File: src/rtl/uart_pkg.sv
// Shared definitions for the UART transmit path: scheduler state encoding
// and default widths.
package uart_pkg;

    localparam int DEF_DATA_WIDTH   = 8;
    localparam int DEF_GAP_WIDTH    = 4;
    localparam int DEF_CNT_WIDTH    = 16;
    localparam int DEF_BUSY_TIMEOUT = 3;

    typedef enum logic [2:0] {
        ST_IDLE      = 3'd0,
        ST_POP       = 3'd1,
        ST_LAUNCH    = 3'd2,
        ST_WAIT_BUSY = 3'd3,
        ST_WAIT_DONE = 3'd4,
        ST_GAP       = 3'd5
    } tx_state_e;

    function automatic int max_width(input int a, input int b);
        return (a > b) ? a : b;
    endfunction

endpackage

File: src/rtl/fifo_tx_sched_gap_timer.sv
// Load/decrement down-counter shared by the busy timeout and the inter-frame gap.
// 'last' flags that the current decrement takes the count to zero.
module gap_timer #(
    parameter int WIDTH = 4
) (
    input  logic             clk,
    input  logic             rst,
    input  logic             load,
    input  logic [WIDTH-1:0] load_val,
    input  logic             dec,
    output logic             last
);

    logic [WIDTH-1:0] cnt_d;
    logic [WIDTH-1:0] cnt_q;

    // Next count: a load wins over a decrement; the count never goes below zero.
    always_comb begin
        cnt_d = cnt_q;
        if (load) begin
            cnt_d = load_val;
        end else if (dec && (cnt_q != '0)) begin
            cnt_d = cnt_q - WIDTH'(1);
        end else begin
            cnt_d = cnt_q;
        end
    end

    // Count register.
    always_ff @(posedge clk or posedge rst) begin
        if (rst) begin
            cnt_q <= '0;
        end else begin
            cnt_q <= cnt_d;
        end
    end

    assign last = (cnt_q <= WIDTH'(1));

endmodule

File: src/rtl/fifo_tx_sched.sv
// Read-side scheduler: pops one FIFO word, launches it to the UART transmitter,
// waits for the frame to finish, then holds off for the configured gap.
module fifo_tx_sched
    import uart_pkg::*;
#(
    parameter int DATA_WIDTH   = DEF_DATA_WIDTH,
    parameter int GAP_WIDTH    = DEF_GAP_WIDTH,
    parameter int CNT_WIDTH    = DEF_CNT_WIDTH,
    parameter int BUSY_TIMEOUT = DEF_BUSY_TIMEOUT
) (
    input  logic                  CLK,
    input  logic                  RST,
    input  logic                  ENABLE,
    input  logic [GAP_WIDTH-1:0]  GAP_CFG,
    input  logic                  EMPTY,
    input  logic [DATA_WIDTH-1:0] RD_DATA,
    output logic                  R_INC,
    input  logic                  TX_BUSY,
    output logic [DATA_WIDTH-1:0] TX_P_DATA,
    output logic                  TX_DATA_VALID,
    output logic [CNT_WIDTH-1:0]  SENT_CNT,
    output logic                  TX_ERR,
    output logic                  ACTIVE
);

    localparam int TMR_WIDTH = max_width(GAP_WIDTH, $clog2(BUSY_TIMEOUT + 1));

    tx_state_e             state_d, state_q;
    logic [DATA_WIDTH-1:0] hold_d, hold_q;
    logic [DATA_WIDTH-1:0] tx_data_d, tx_data_q;
    logic [CNT_WIDTH-1:0]  sent_d, sent_q;
    logic                  r_inc_d, r_inc_q;
    logic                  valid_d, valid_q;
    logic                  err_d, err_q;
    logic                  active_d, active_q;

    logic                  tmr_load_s;
    logic [TMR_WIDTH-1:0]  tmr_val_s;
    logic                  tmr_dec_s;
    logic                  tmr_last_s;

    gap_timer #(
        .WIDTH    (TMR_WIDTH)
    ) u_timer (
        .clk      (CLK),
        .rst      (RST),
        .load     (tmr_load_s),
        .load_val (tmr_val_s),
        .dec      (tmr_dec_s),
        .last     (tmr_last_s)
    );

    // Next-state and next-output logic for the pop/launch/wait/gap sequence.
    always_comb begin
        state_d    = state_q;
        hold_d     = hold_q;
        tx_data_d  = tx_data_q;
        sent_d     = sent_q;
        r_inc_d    = 1'b0;
        valid_d    = 1'b0;
        err_d      = err_q;
        tmr_load_s = 1'b0;
        tmr_val_s  = '0;
        tmr_dec_s  = 1'b0;
        case (state_q)
            ST_IDLE: begin
                if (ENABLE && !EMPTY && !TX_BUSY) begin
                    hold_d  = RD_DATA;
                    r_inc_d = 1'b1;
                    state_d = ST_POP;
                end else begin
                    state_d = ST_IDLE;
                end
            end
            ST_POP: begin
                tx_data_d = hold_q;
                valid_d   = 1'b1;
                state_d   = ST_LAUNCH;
            end
            ST_LAUNCH: begin
                tmr_load_s = 1'b1;
                tmr_val_s  = TMR_WIDTH'(BUSY_TIMEOUT);
                state_d    = ST_WAIT_BUSY;
            end
            ST_WAIT_BUSY: begin
                if (TX_BUSY) begin
                    state_d = ST_WAIT_DONE;
                end else begin
                    tmr_dec_s = 1'b1;
                    // Transmitter never acknowledged: the word is dropped uncounted.
                    if (tmr_last_s) begin
                        err_d   = 1'b1;
                        state_d = ST_IDLE;
                    end else begin
                        state_d = ST_WAIT_BUSY;
                    end
                end
            end
            ST_WAIT_DONE: begin
                if (!TX_BUSY) begin
                    sent_d = sent_q + CNT_WIDTH'(1);
                    if (GAP_CFG == '0) begin
                        state_d = ST_IDLE;
                    end else begin
                        tmr_load_s = 1'b1;
                        tmr_val_s  = TMR_WIDTH'(GAP_CFG);
                        state_d    = ST_GAP;
                    end
                end else begin
                    state_d = ST_WAIT_DONE;
                end
            end
            ST_GAP: begin
                tmr_dec_s = 1'b1;
                if (tmr_last_s) begin
                    state_d = ST_IDLE;
                end else begin
                    state_d = ST_GAP;
                end
            end
            default: begin
                state_d = ST_IDLE;
            end
        endcase
        active_d = (state_d != ST_IDLE);
    end

    // State, data and status registers.
    always_ff @(posedge CLK or posedge RST) begin
        if (RST) begin
            state_q   <= ST_IDLE;
            hold_q    <= '0;
            tx_data_q <= '0;
            sent_q    <= '0;
            r_inc_q   <= 1'b0;
            valid_q   <= 1'b0;
            err_q     <= 1'b0;
            active_q  <= 1'b0;
        end else begin
            state_q   <= state_d;
            hold_q    <= hold_d;
            tx_data_q <= tx_data_d;
            sent_q    <= sent_d;
            r_inc_q   <= r_inc_d;
            valid_q   <= valid_d;
            err_q     <= err_d;
            active_q  <= active_d;
        end
    end

    assign R_INC         = r_inc_q;
    assign TX_P_DATA     = tx_data_q;
    assign TX_DATA_VALID = valid_q;
    assign SENT_CNT      = sent_q;
    assign TX_ERR        = err_q;
    assign ACTIVE        = active_q;

endmodule

File: config.mk
export PLATFORM = sky130hd
export DESIGN_NAME = fifo_tx_sched
export DESIGN_NICKNAME = d
export VERILOG_FILES = /design/src/rtl/uart_pkg.sv /design/src/rtl/fifo_tx_sched_gap_timer.sv /design/src/rtl/fifo_tx_sched.sv
export SDC_FILE = /design/constraint.sdc
export NUM_CORES = 1
export LEC_CHECK = 0
export CORE_UTILIZATION = 45
export DETAILED_ROUTE_END_ITERATION = 7
export PLACE_DENSITY = 0.75
export SYNTH_ARGS = -nofsm -noshare
export SYNTH_HDL_FRONTEND = slang
export SYNTH_SLANG_ARGS = --single-unit
File: constraint.sdc
create_clock -name CLK -period 2.28 [get_ports CLK]
set_clock_uncertainty 0.05 [all_clocks]
set_input_delay 0.456 -clock CLK [delete_from_list [all_inputs] [get_ports CLK]]
set_output_delay 0.456 -clock CLK [all_outputs]
set_load 0.02 [all_outputs]
-- Word-level counts from Yosys, hierarchy flattened
Cells that the tools add are included.
- flip-flop bits (word level): 43
- input bits: 17
- output and inout port bits: 28
- word-level logic and storage cells: 51
- add/subtract/negate cells: 2
- order comparisons: 1
- equal/unequal tests: 5
- multiplexer cells: 20
- bitwise gates (word level): 1
- reduce and logical (&&, ||, !) cells: 13
- operators with widths (kind ; count):
    3-bit one-hot mux with 6 select lines ; 1
    16-bit by 1-bit adder with 16-bit output, second input constant ; 1
    4-bit 2-to-1 mux ; 4
    3-bit 2-to-1 mux ; 4
    4-bit one-hot mux with 2 select lines ; 1
    1-bit 2-to-1 mux ; 7
    3-bit by 2-bit equality test with 1-bit output, second input constant ; 2
    3-bit equality test, second input constant ; 2
    4-bit by 1-bit <= comparator with 1-bit output, second input constant ; 1
    4-bit zero test ; 1
    1-bit one-hot mux with 2 select lines ; 2
    2-bit AND reduction ; 2
    4-bit nonzero test ; 1
    4-bit by 1-bit subtractor with 4-bit output, second input constant ; 1
    3-bit by 1-bit equality test with 1-bit output, second input constant ; 1
    1-bit logical AND ; 3
    3-bit zero test ; 1
    3-bit AND reduction ; 1
    3-bit nonzero test ; 1
    1-bit zero test ; 2
    2-bit 2-to-1 mux ; 1
    2-bit nonzero test ; 1
    1-bit NOT ; 1

-- Longest topological paths before layout
- depth in word-level cells: 6
- depth in mapped cells: 6
- gate-level depth less buffers: 6

-- Modules after synthesis
Synthesis repeated with hierarchy kept, for this count alone.
- cells, all modules: 171
- area total of the unflattened synthesis: 1994.4 um2
- by module, submodules not included (module ; instances ; cells each ; area each (um2) ; seq. area each (um2)):
    fifo_tx_sched ; 1 ; 138 ; 1705.4 ; 975.9
    gap_timer ; 1 ; 33 ; 289.0 ; 100.1

-- Least setup slack after synthesis
Ideal clock, no wire load.
- kind: flip-flop to flip-flop
- from: register state_q[0]
- to: register sent_q[13] (netlist: SENT_CNT[13])
- setup time: 0.129 ns
- arrival time: 1.688 ns
- required time: 2.101 ns
- setup slack: 0.412 ns
- stages on the path, launching flop included: 7
- path buffers: 2
- period minus slack after synthesis: 1.868 ns
- cells stage by stage: dfrtp_1 -> buf_6 -> or4b_1 -> buf_2 -> and4bb_2 -> nand3_1 -> xnor2_1
- longest elaborated chain between the ends: 2
- RTL lines (what ; line ; RTL):
    start, declared ; fifo_tx_sched.sv:28 ; tx_state_e state_d, state_q;
    start signal, assigned ; fifo_tx_sched.sv:140 ; state_q <= state_d;
    3-bit equality test ; fifo_tx_sched.sv:65 ; case (state_q)
    2-bit AND reduction (no line) ; n/a ;
    end signal, assigned ; fifo_tx_sched.sv:143 ; sent_q <= sent_d;
    end, declared ; fifo_tx_sched.sv:31 ; logic [CNT_WIDTH-1:0] sent_d, sent_q;
Every way passes these cells.
A chain may end at the register's enable or synchronous reset.

-- Worst setup path in the final report
- from: input port TX_BUSY
- to: register u_timer.cnt_q[0]
- longest elaborated chain between the ends: 4
- elaborated cells between the ends (all ways): 9
- classes of those cells: mux (7); reduce/logical (2)
- RTL lines (what ; line ; RTL):
    start, declared ; fifo_tx_sched.sv:18 ; input logic TX_BUSY,
    1-bit 2-to-1 mux ; fifo_tx_sched.sv:86 ; if (TX_BUSY) begin
    1-bit one-hot mux with 2 select lines ; fifo_tx_sched.sv:65 ;
    1-bit logical AND ; fifo_tx_sched_gap_timer.sv:22 ; end else if (dec && (cnt_q != '0)) begin
    2-bit nonzero test (no line) ; n/a ;
    end signal, assigned ; fifo_tx_sched_gap_timer.sv:34 ; cnt_q <= cnt_d;
    end, declared ; fifo_tx_sched_gap_timer.sv:15 ; logic [WIDTH-1:0] cnt_q;
Several ways; a longest one is shown, not always the timed one.

==> results.rst <==
.. list-table::
   :header-rows: 1

   * - Metric
     - Value
   * - Final hold vios
     - 0
   * - Detailed-routing iteration count for the pre-antenna-repair pass
     - 4
   * - Comb pwr share
     - 0.369
   * - Final Wtd Congestion
     - roughly 0.82
   * - Portion of the clock cycle consumed by the worst path in the final layout
     - 0.9137
   * - DRC violations left
     - 0
   * - Capturing element type of the critical path
     - flop
   * - Number of buffers inserted by port buffering
     - between 40 and 50
   * - Initial Utilization
     - 0.4770
   * - Register-to-Register Path Depth
     - 5
   * - Post-synth design cell area
     - just under 2000 um2
   * - Final Routed Wirelength
     - between 3 and 4 mm
   * - Floorplan die width
     - 67.82 um
   * - Switching pwr
     - 0.0009462 W
   * - H-tree depth
     - 2
   * - Die Area
     - approximately 4600 um2
   * - Ratio of cells with drive above 1 in the final layout
     - 0.1759
   * - Ant diodes
     - 0
   * - Number of antenna violations at the first check in global routing
     - 0
   * - Number of distinct library cell variants in the gate-level netlist after synthesis
     - 45
   * - Outcome
     - finished, final reports clean
   * - Data required time at the worst endpoint
     - roughly 2.4 ns
   * - Core region area
     - ~4100 um2
   * - Setup repair bufs after CTS
     - 0
   * - Max-cap check violation count
     - 0
   * - Worst Hold Path Cells
     - 1
   * - Most numerous cell on the critical path
     - sky130_fd_sc_hd__buf_4
   * - Cells after synthesis
     - 160
   * - Maximum ir drop on the vdd rail
     - around 0.74 mV
   * - Sink Count
     - 43
   * - Clock Tree Buf Depth
     - 2
   * - Number of buffers added by the clock tree synthesis step
     - 5
   * - Aggregate global-route resource usage
     - 0.1925
   * - Worst min path class
     - flop to flop
   * - Total Nets Final
     - approximately 240
   * - Average size of a mapped cell
     - roughly 12 um2
   * - Post_cts resized
     - 0
   * - Sequential fraction of the synthesis area
     - 0.5520
   * - Final worst-path setup slack
     - about 0.20 ns
   * - Static Leakage
     - roughly 1.2 nW
   * - Maximum number of pins on one net before global-route repair
     - 44
   * - Cell at the root of the clock tree
     - sky130_fd_sc_hd__clkbuf_8
   * - Number of hold-repair buffers added at the cts stage
     - 0
   * - Global-route wire length before repair
     - 6.499 mm
   * - Synth top area share
     - 0.5520
   * - Internal
     - between 0.0015 and 0.002 W
   * - Achievable frequency
     - ~480 MHz
   * - Total of flip-flops plus latches after synthesis
     - 43
   * - Slowest cell on crit path
     - sky130_fd_sc_hd__or3b_2
   * - Synth Flop Type
     - sky130_fd_sc_hd__dfrtp_1
   * - Cell breakdown of the critical path
     - clkdlybuf4s50_1 > buf_4 > or3b_2 > a22oi_1 > buf_4 > nor3_1 > o31ai_1
   * - Pin slew with the least headroom to its limit
     - 0.5210 ns
   * - Vertical die dimension
     - a little under 70 um
   * - Max Transition Viols Final
     - 0
   * - Cells taking the most area after synthesis
     - sky130_fd_sc_hd__dfrtp_1, sky130_fd_sc_hd__mux2_2, sky130_fd_sc_hd__xor2_1
   * - Most used cells in the layout excluding fill and tap cells
     - sky130_fd_sc_hd__clkdlybuf4s50_1, sky130_fd_sc_hd__dfrtp_1, sky130_fd_sc_hd__mux2_2
   * - Grt total ovfl
     - 0
   * - Crit path DAT
     - around 2.2 ns
   * - CTS tree
     - yes
   * - Post-synthesis cell type with the largest combined area
     - sky130_fd_sc_hd__dfrtp_1
   * - Count of nets left with antenna violations after detail routing
     - 0
   * - Final critical path time including I/O delays and setup
     - approximately 2.1 ns
   * - Critical path launch point type
     - input port
   * - Number of fillers in the final layout
     - roughly 310
   * - Layout Area Growth over Synthesis
     - 32.35%
   * - Unrepaired setup endpoints after global routing
     - false
   * - Yosys warning count
     - 0
   * - Switching portion of total power
     - 0.3471
   * - Power density over the cells
     - around 1100 nW/um2
   * - Clock-pin slew of the registers on the worst-case setup and hold paths
     - approximately 0.090 ns
   * - Number of nets produced by synthesis
     - approximately 180
   * - Final routed wire length divided by cell count
     - 14.61 um
   * - Most common cell after layout, fill and taps aside
     - sky130_fd_sc_hd__clkdlybuf4s50_1
   * - Top cell family by delay on the critical path
     - buffers and inverters
   * - Total number of vias
     - roughly 1400
   * - Max stage delay on crit path
     - between 0.4 and 0.5 ns
   * - Critical Setup Path Class
     - input port to flop
   * - Number of global-route vias before repair
     - 1427
   * - Starting DRT DRC Count
     - 43
   * - Placed wire-length estimate
     - roughly 2.9 mm
   * - Synth async-reset ratio
     - 1.000
   * - Share of power burned in registers
     - 0.446
   * - Clock Latency Late Sink
     - about 0.30 ns
   * - Worst max-slew margin expressed relative to the limit
     - 0.6527
   * - CP Depth
     - 7
   * - Final number of setup-violating endpoints
     - 0
   * - Maximum fanout along the worst path
     - 7
   * - Ports placed on the boundary
     - 45
   * - Number of flops mapped to enable cells by yosys
     - 0
   * - Worst hold slack after final layout
     - roughly 0.44 ns
   * - Post-placement setup slack
     - -0.1027 ns
   * - Worst path bufs/invs
     - 3
   * - Placement Rows
     - 23
   * - Via count normalized by instance count
     - between 5 and 6
   * - Clock network fraction of design power
     - 0.185
[power by group through the flow]
stage	Sequential [W]	Combinational [W]	Clock, W
floorplan	0.00129	0.000548	0
global placement	0.00121	0.000975	0
detailed placement	0.00123	0.00101	0
CTS	0.00121	0.00102	0.000523
global route	0.00126	0.00110	0.000560
finish	0.00121	0.00101	0.000505
[layout make-up]
type,count,area [um2],area share
clock buffers,5,68.82,0.02667
clock inverters,3,26.28,0.01018
inverters,4,15.01,0.005820
multi-input cells,109,830.8,0.3220
flip-flops and latches,43,1076,0.4171
well taps,50,62.56,0.02425
repair buffers,52,500.5,0.1940
[path summary, 6_finish.rpt]
kind,to,slack [ns],from
worst max register to register,u_timer.cnt_q[0]$_DFFE_PP0P_,0.29,state_q[0]$_DFF_PP0_
min in group asynchronous,TX_DATA_VALID$_DFF_PP0_,0.54,RST
worst min-delay path,TX_ERR$_DFFE_PP0P_,0.44,TX_ERR$_DFFE_PP0P_
max in group asynchronous,SENT_CNT[3]$_DFFE_PP0P_,1.28,RST
worst max-delay path,u_timer.cnt_q[0]$_DFFE_PP0P_,0.20,TX_BUSY
worst min register to register,TX_ERR$_DFFE_PP0P_,0.44,TX_ERR$_DFFE_PP0P_
[synth_stat cells, types with 4 or more instances]
cell	count
sky130_fd_sc_hd__xnor2_1	7
sky130_fd_sc_hd__dfrtp_1	43
sky130_fd_sc_hd__nor2_1	10
sky130_fd_sc_hd__inv_1	4
sky130_fd_sc_hd__mux2_2	16
sky130_fd_sc_hd__nor3_1	4
sky130_fd_sc_hd__and3_1	7
sky130_fd_sc_hd__nand2_1	12
sky130_fd_sc_hd__nand3_1	5
sky130_fd_sc_hd__xor2_1	8
sky130_fd_sc_hd__ha_1	4
[sequential cells by signal (all words and copies together) (netlist names)]
signal,cells
hold_q,8
u_timer.cnt_q,4
TX_P_DATA,8
state_q,3
TX_DATA_VALID,1
ACTIVE,1
SENT_CNT,16
TX_ERR,1
R_INC,1
[metrics by stage]
step,setup TNS (ns),util,instance area (um2),cells,power [W]
floorplan,0,-,1949,160,0.001834
global placement,0,0.6081,2485,258,0.002181
detailed placement,-0.2566,0.6081,2485,258,0.002238
CTS,0,0.6314,2580,266,0.002753
global route,0,0.6314,2580,266,0.002913
finish,0,0.6314,2580,266,0.002726
[worst register-to-register path: stages, from the launching register on]
cell and delay (ns):
sky130_fd_sc_hd__dfrtp_1 0.50, sky130_fd_sc_hd__or4b_1 0.67, sky130_fd_sc_hd__buf_4 0.20, sky130_fd_sc_hd__nor2_1 0.14
sky130_fd_sc_hd__nor3_1 0.07, sky130_fd_sc_hd__o31ai_1 0.26
[per-layer routing]
layer / up-vias / share of wire / GRT usage
met4: 0 / 0.0080 / 0.06250
met2: 38 / 0.50 / 0.3230
met3: 5 / 0.050 / 0.05500
li1: 687 / - / -
met5: - / 0 / 0
met1: 709 / 0.44 / 0.2379
[cell families after synthesis]
group,share of synthesized area
and+or+nand+nor,0.1836
xor gates and xnor gates,0.06740
muxes,0.09242
AOI/OAI and AO/OA,0.05713
buffers and inverters,0.02182
DFF,0.5520
adders and majority gates,0.02567
(Power assumes the default switching activity.)
